===== config.mk =====
export PLATFORM = sky130hd
export DESIGN_NAME = button_debouncer
export DESIGN_NICKNAME = d
export VERILOG_FILES = /design/src/rtl/button_debouncer.sv
export SDC_FILE = /design/constraint.sdc
export NUM_CORES = 1
export LEC_CHECK = 0
export ABC_AREA = 1
export CORE_UTILIZATION = 24
export DETAILED_ROUTE_END_ITERATION = 10
export HOLD_SLACK_MARGIN = 0.08
export MAX_ROUTING_LAYER = met4
export PLACE_DENSITY = 0.43
export REMOVE_ABC_BUFFERS = 1
export SYNTH_ARGS = -nofsm -noshare
export SYNTH_HDL_FRONTEND = slang
export SYNTH_SLANG_ARGS = --single-unit

===== constraint.sdc =====
create_clock -name clk -period 4.24 [get_ports clk]
set_clock_uncertainty 0.15 [all_clocks]
set_input_delay 0.636 -clock clk [delete_from_list [all_inputs] [get_ports clk]]
set_output_delay 0.636 -clock clk [all_outputs]
set_load 0.02 [all_outputs]

===== src/rtl/button_debouncer.sv =====
// button_debouncer
//   Synchronizes a raw, bouncing push-button pin to clk and filters it into a
//   clean debounced level with one-cycle press/release pulses and an optional
//   one-cycle long-press pulse.
//
//   Optional feature macro: BUTTON_DEBOUNCER_LONG_PRESS_EN
//     defined   - hold counter and long_press pulse are built in
//     undefined - long_press is tied to 0; LONG_CYCLES is accepted but unused
//
//   Parameters:
//     DEBOUNCE_CYCLES - consecutive stable cycles needed to accept a change (>= 2)
//     LONG_CYCLES     - hold time after btn_pedge before long_press fires (>= 2)
//
//   Ports:
//     clk        in   system clock, rising edge
//     reset_p    in   synchronous active-high reset
//     btn        in   raw asynchronous button pin, 1 = pressed
//     btn_level  out  debounced level
//     btn_pedge  out  one-cycle pulse on debounced press
//     btn_nedge  out  one-cycle pulse on debounced release
//     long_press out  one-cycle pulse when the hold time reaches LONG_CYCLES
module button_debouncer #(
    parameter int unsigned DEBOUNCE_CYCLES = 100000,
    parameter int unsigned LONG_CYCLES     = 100000000
) (
    input  logic clk,
    input  logic reset_p,
    input  logic btn,
    output logic btn_level,
    output logic btn_pedge,
    output logic btn_nedge,
    output logic long_press
);

    localparam int unsigned CNT_W = $clog2(DEBOUNCE_CYCLES);
    localparam logic [CNT_W-1:0] CNT_LAST = CNT_W'(DEBOUNCE_CYCLES - 1);

    typedef enum logic [1:0] {
        IDLE,
        PRESS_WAIT,
        PRESSED,
        RELEASE_WAIT
    } state_t;

    state_t           state;
    state_t           state_next;
    logic             s1;
    logic             s2;
    logic [CNT_W-1:0] cnt;
    logic             differ;
    logic             done;
    logic             stall;
    logic             take;
    logic             pedge_next;
    logic             nedge_next;

    assign btn_level = (state == PRESSED) || (state == RELEASE_WAIT);
    assign differ    = (s2 != btn_level);
    assign done      = differ && (cnt == CNT_LAST);
    // A completed release is held back one cycle when long_press fires on the
    // same edge, so the two pulses never coincide.
    assign take      = done && !stall;

    // Two-flop synchronizer
    always_ff @(posedge clk) begin
        if (reset_p) begin
            s1 <= 1'b0;
            s2 <= 1'b0;
        end else begin
            s1 <= btn;
            s2 <= s1;
        end
    end

    // Debounce counter; any cycle of agreement restarts the count. While a
    // release is held back the counter parks at its last value.
    always_ff @(posedge clk) begin
        if (reset_p) begin
            cnt <= '0;
        end else if (!differ || take) begin
            cnt <= '0;
        end else if (cnt != CNT_LAST) begin
            cnt <= cnt + CNT_W'(1);
        end
    end

    always_ff @(posedge clk) begin
        if (reset_p) begin
            state     <= IDLE;
            btn_pedge <= 1'b0;
            btn_nedge <= 1'b0;
        end else begin
            state     <= state_next;
            btn_pedge <= pedge_next;
            btn_nedge <= nedge_next;
        end
    end

    always_comb begin
        state_next = state;
        pedge_next = 1'b0;
        nedge_next = 1'b0;
        case (state)
            IDLE: begin
                if (s2) state_next = PRESS_WAIT;
            end
            PRESS_WAIT: begin
                if (!s2) begin
                    state_next = IDLE;
                end else if (take) begin
                    state_next = PRESSED;
                    pedge_next = 1'b1;
                end
            end
            PRESSED: begin
                if (!s2) state_next = RELEASE_WAIT;
            end
            RELEASE_WAIT: begin
                if (s2) begin
                    state_next = PRESSED;
                end else if (take) begin
                    state_next = IDLE;
                    nedge_next = 1'b1;
                end
            end
            default: state_next = IDLE;
        endcase
    end

`ifdef BUTTON_DEBOUNCER_LONG_PRESS_EN
    localparam int unsigned HOLD_W = $clog2(LONG_CYCLES + 1);
    localparam logic [HOLD_W-1:0] HOLD_MAX  = HOLD_W'(LONG_CYCLES);
    localparam logic [HOLD_W-1:0] HOLD_LAST = HOLD_W'(LONG_CYCLES - 1);

    logic [HOLD_W-1:0] hold;
    logic              long_hit;
    logic              long_q;

    // Saturating at HOLD_MAX means HOLD_LAST is passed only once per press,
    // which gives the single, non-repeating pulse.
    assign long_hit   = btn_level && (hold == HOLD_LAST);
    assign stall      = long_hit;
    assign long_press = long_q;

    always_ff @(posedge clk) begin
        if (reset_p) begin
            hold   <= '0;
            long_q <= 1'b0;
        end else begin
            long_q <= long_hit;
            // Cleared on a fresh press and on return to IDLE only; a release
            // bounce back into PRESSED keeps the accumulated hold time.
            if (pedge_next || (state_next == IDLE)) begin
                hold <= '0;
            end else if (btn_level && (hold != HOLD_MAX)) begin
                hold <= hold + HOLD_W'(1);
            end
        end
    end
`else
    logic long_cycles_unused;

    assign long_cycles_unused = (LONG_CYCLES != 0);
    assign stall              = 1'b0;
    assign long_press         = 1'b0;
`endif

endmodule


# Word-level counts from Yosys, hierarchy flattened
# Index checks and enable logic that the tools add are counted.
[op_classes]
add_sub_neg = 1
n_eq_ne = 10
mux = 8
bitwise = 3
reduce_logical = 9
[op_table]
columns = ["op", "count"]
rows = [
  ["17-bit by 1-bit adder with 17-bit output (second input constant)", 1],
  ["17-bit == test (second input constant)", 1],
  ["17-bit inequality test (second input constant)", 1],
  ["2-bit 2-to-1 mux", 6],
  ["2-bit case mux with 4 select lines", 1],
  ["3-bit inequality test (second input constant)", 2],
  ["3-bit OR reduction", 2],
  ["2-bit == test (second input constant)", 2],
  ["2-bit inequality test (second input constant)", 2],
  ["4-bit AND reduction", 1],
  ["1-bit NOT", 3],
  ["2-bit by 1-bit == test with 1-bit output (second input constant)", 1],
  ["2-bit zero test", 1],
  ["1-bit logical OR", 2],
  ["2-bit OR reduction", 1],
  ["1-bit logical AND", 1],
  ["1-bit zero test", 1],
  ["1-bit 2-to-1 mux", 1],
  ["1-bit inequality test", 1],
]
[totals]
register_bits = 23
elab_cells = 37

# Longest topological paths before layout
[depth]
ltp_word = 7
ltp_mapped = 9

# Worst setup path after synthesis
# No wires, ideal clock.
[synth_timing]
kind = "reg2reg"
startpoint = "register cnt[0]"
endpoint = "register cnt[10]"
setup_time_ns = 0.114
arrival_ns = 1.195
setup_slack_ns = 2.781
stages_incl_launch_ff = 8
path_buffers = 1
period_less_slack_ns = 1.459
cell_sequence = "dfxtp_1 ha_1 nand3_1 nor2_2 nand3_1 nand3_2 buf_6 nor2_1"
[synth_via]
elab_chain_cells = 4
elab_cells_between_ends = 6
cone_classes = "1 x add/sub; 2 x eq/ne; 3 x reduce/logical"
[synth_lines]
columns = ["element", "line", "rtl"]
rows = [
  ["start, declared", "49", "logic [CNT_W-1:0] cnt;"],
  ["start signal, assigned", "83", "cnt <= cnt + CNT_W'(1);"],
  ["parallel branches: the longest is 4 deep, another holds 17-bit by 1-bit adder with 17-bit output", "--", ""],
]
# Several ways; the timed one is not identified.
# A chain may end at the register's enable or synchronous reset.

==> results.yml <==
run_status:
  status: "finished clean"
clock_tree:
  path_clk_slew_ns: 0.08
  cts-buffers-inserted: 3
  postCtsHoldBufs: 0
  cts_buffer_depth: 2
  clock-sinks: 23
  clockRootBuffer: "clkbuf_8"
  htreeDepth: 1
  cts.repair.resized: 0
  clkLatencyLatePin_ns: 0.26
  cts_tree: "done"
  cts_setup_buffers: 0
layout:
  seq_area_um2: 460
  final_cells: 195
  n_antenna_cell: 0
  finalNetCount: 150
  multi_input_area_um2: 505
  final_common_cell: "nor2_1"
  fin_area_um2: 1170
  final_cell_mix: "31 x nor2_1, 25 x nand2_1, 23 x dfxtp_1"
  area_growth_pct: 13.1
  nFillCells: 474
  final_core_utilization: 0.287
  drive_gt1_frac: 0.0828
detailed_routing:
  finalWirelength_um: 1810
  wl_per_cell_um: 9.30
  via_per_inst: 4.15
  vias: 809
  dr.pass1.iters: 4
  drc: 0
  drtAntennaViolNets: 0
  drt_iter0_drc: 20
logic_synthesis:
  syn_area_per_cell_um2: 7.46
  synth_area_um2: 1040
  synth_cells: 139
  ys_types: 25
  yosysTopAreaCell: "dfxtp_1"
  synth-seq-cells: 23
  ys_top_cells_by_area: "dfxtp_1 44%, nor2_1 11%, nand2_1 9.0%"
  ys_seq_area_frac: 0.444
  synthDominantCellAreaShare: 0.444
  yosysWarnings: 0
worst_setup_path:
  r2r_start: "cnt[0]$_SDFFE_PP0N_"
  critPathKind: "flip-flop to primary output"
  crit_chain: "clkdlybuf4s50_1"
  regToRegSetupSlack_ns: 2.64
  crit_family: "buffers and inverters"
  end_kind: "primary output"
  crit_end: "btn_level"
  arrival_ns: 1.19
  crit_fanout: 2
  slowest_stage: "clkdlybuf4s50_1"
  cp.depth: 1
  r2r-end: "cnt[14]$_SDFFE_PP0N_"
  crit_buf_inv: 1
  worstSetupStartpointType: "flip-flop"
  reg2reg_depth: 6
  max_stage_delay_ns: 0.60
  crit_required_ns: 3.45
timing:
  setup_tns_ns: 0
  finalSetupViolations: 0
  finalCritPeriodShare: 0.466
  slew_viol_final: 0
  fmax_mhz: 506
  fin_ws_ns: 2.26
  period_needed_ns: 1.98
  rsz0062_at_grt: "false"
  finalHoldViolCount: 0
  hold_ws_ns: 0.257
die:
  die-area_um2: 4590
  die_y_um: 67.7
  std_cell_rows: 23
  num_io_pins: 7
  core_um2: 4090
  start_util: 0.254
  die_w_um: 67.7
placed_design:
  post-place-ws_ns: 2.21
  dpl.cell_count: 191
  place_congestion: 0.756
  dpl_cell_area_um2: 1130
  io_buffer_count: 5
  dpl.hpwl_um: 1390
min_path:
  worstHoldPathType: "flip-flop to flip-flop"
global_routing:
  grt_max_degree: 18
  gr-total-overflow: 0
  grt_pass1_wl_um: 3120
  grt_pass1_vias: 727
  antenna_found_initial: 0
  grt_usage: 0.0936
power:
  p_total_uw: 358
  p_leak_nw: 0.378
  ir_worst_vdd_v: 0.000197
  powerDensity_nw_per_um2: 305
run:
  maxCapViolCount: 0
[Yosys cell counts (all sizes together)]
cell type,instances
clkbuf,1
or2,4
xor2,7
dfxtp,23
nand3b,1
nor2,33
ha,1
o21ai,2
xnor2,2
and3,1
nand4,2
nand2,26
buf,2
nor3,4
conb,1
a21oi,6
nand3,10
inv,13
[per-layer routing]
layer	GRT usage	vias up	wire length (um)
li1	-	442	-
met3	0.0203	2	36
met5	-	-	0
met4	0.0319	0	8
met2	0.147	5	812
met1	0.117	360	956
[final cells by class]
type	count	area share
Clock buffer	3	0.0352
Timing Repair Buffer	5	0.0426
Tap cell	50	0.0533
Sequential cell	23	0.392
Inverter	13	0.0416
Multi-Input combinational cell	100	0.431
Clock inverter	1	0.00426
[tightest hold or removal path, cell delays in order (launching register included)]
cell     delay [ns]
dfxtp_1        0.30
inv_1          0.04
nor2_1         0.03
[kinds of logic (layout without fill, tap and decap cells)]
group	count (synthesis)	count (layout)	share of synthesized area
xor+xnor	9	9	0.0760
simple gates	81	81	0.357
fa+ha+maj	1	1	0.0121
flops	23	23	0.444
compound gates	8	8	0.0386
buf+inv	16	22	0.0687
other cells	1	1	0.00362
[registers in the layout (all words and copies together) (netlist names), named ones only]
signal     flops
cnt           17
btn_nedge      1
btn_pedge      1
s1             1
s2             1
state          1
[power by group]
part	total, mW	internal (mW)	switching (mW)	leakage (nW)
combinational	0.00682	0.00266	0.00416	0.167
sequential	0.218	0.217	0.000670	0.186
clock	0.134	0.0655	0.0681	0.0255
[worst min path at each step]
stage                  start            end  cells past startpoint  slack, ns
2_1_floorplan  s1$_SDFF_PP0_  s2$_SDFF_PP0_                      2       0.24
3_5_place_dp   s1$_SDFF_PP0_  s2$_SDFF_PP0_                      2       0.25
4_1_cts        s1$_SDFF_PP0_  s2$_SDFF_PP0_                      2       0.26
5_1_grt        s1$_SDFF_PP0_  s2$_SDFF_PP0_                      2       0.30
6_report       s1$_SDFF_PP0_  s2$_SDFF_PP0_                      2       0.26
3_3_place_gp   s1$_SDFF_PP0_  s2$_SDFF_PP0_                      2       0.25
Note: power is estimated with default switching activity, not from simulation.
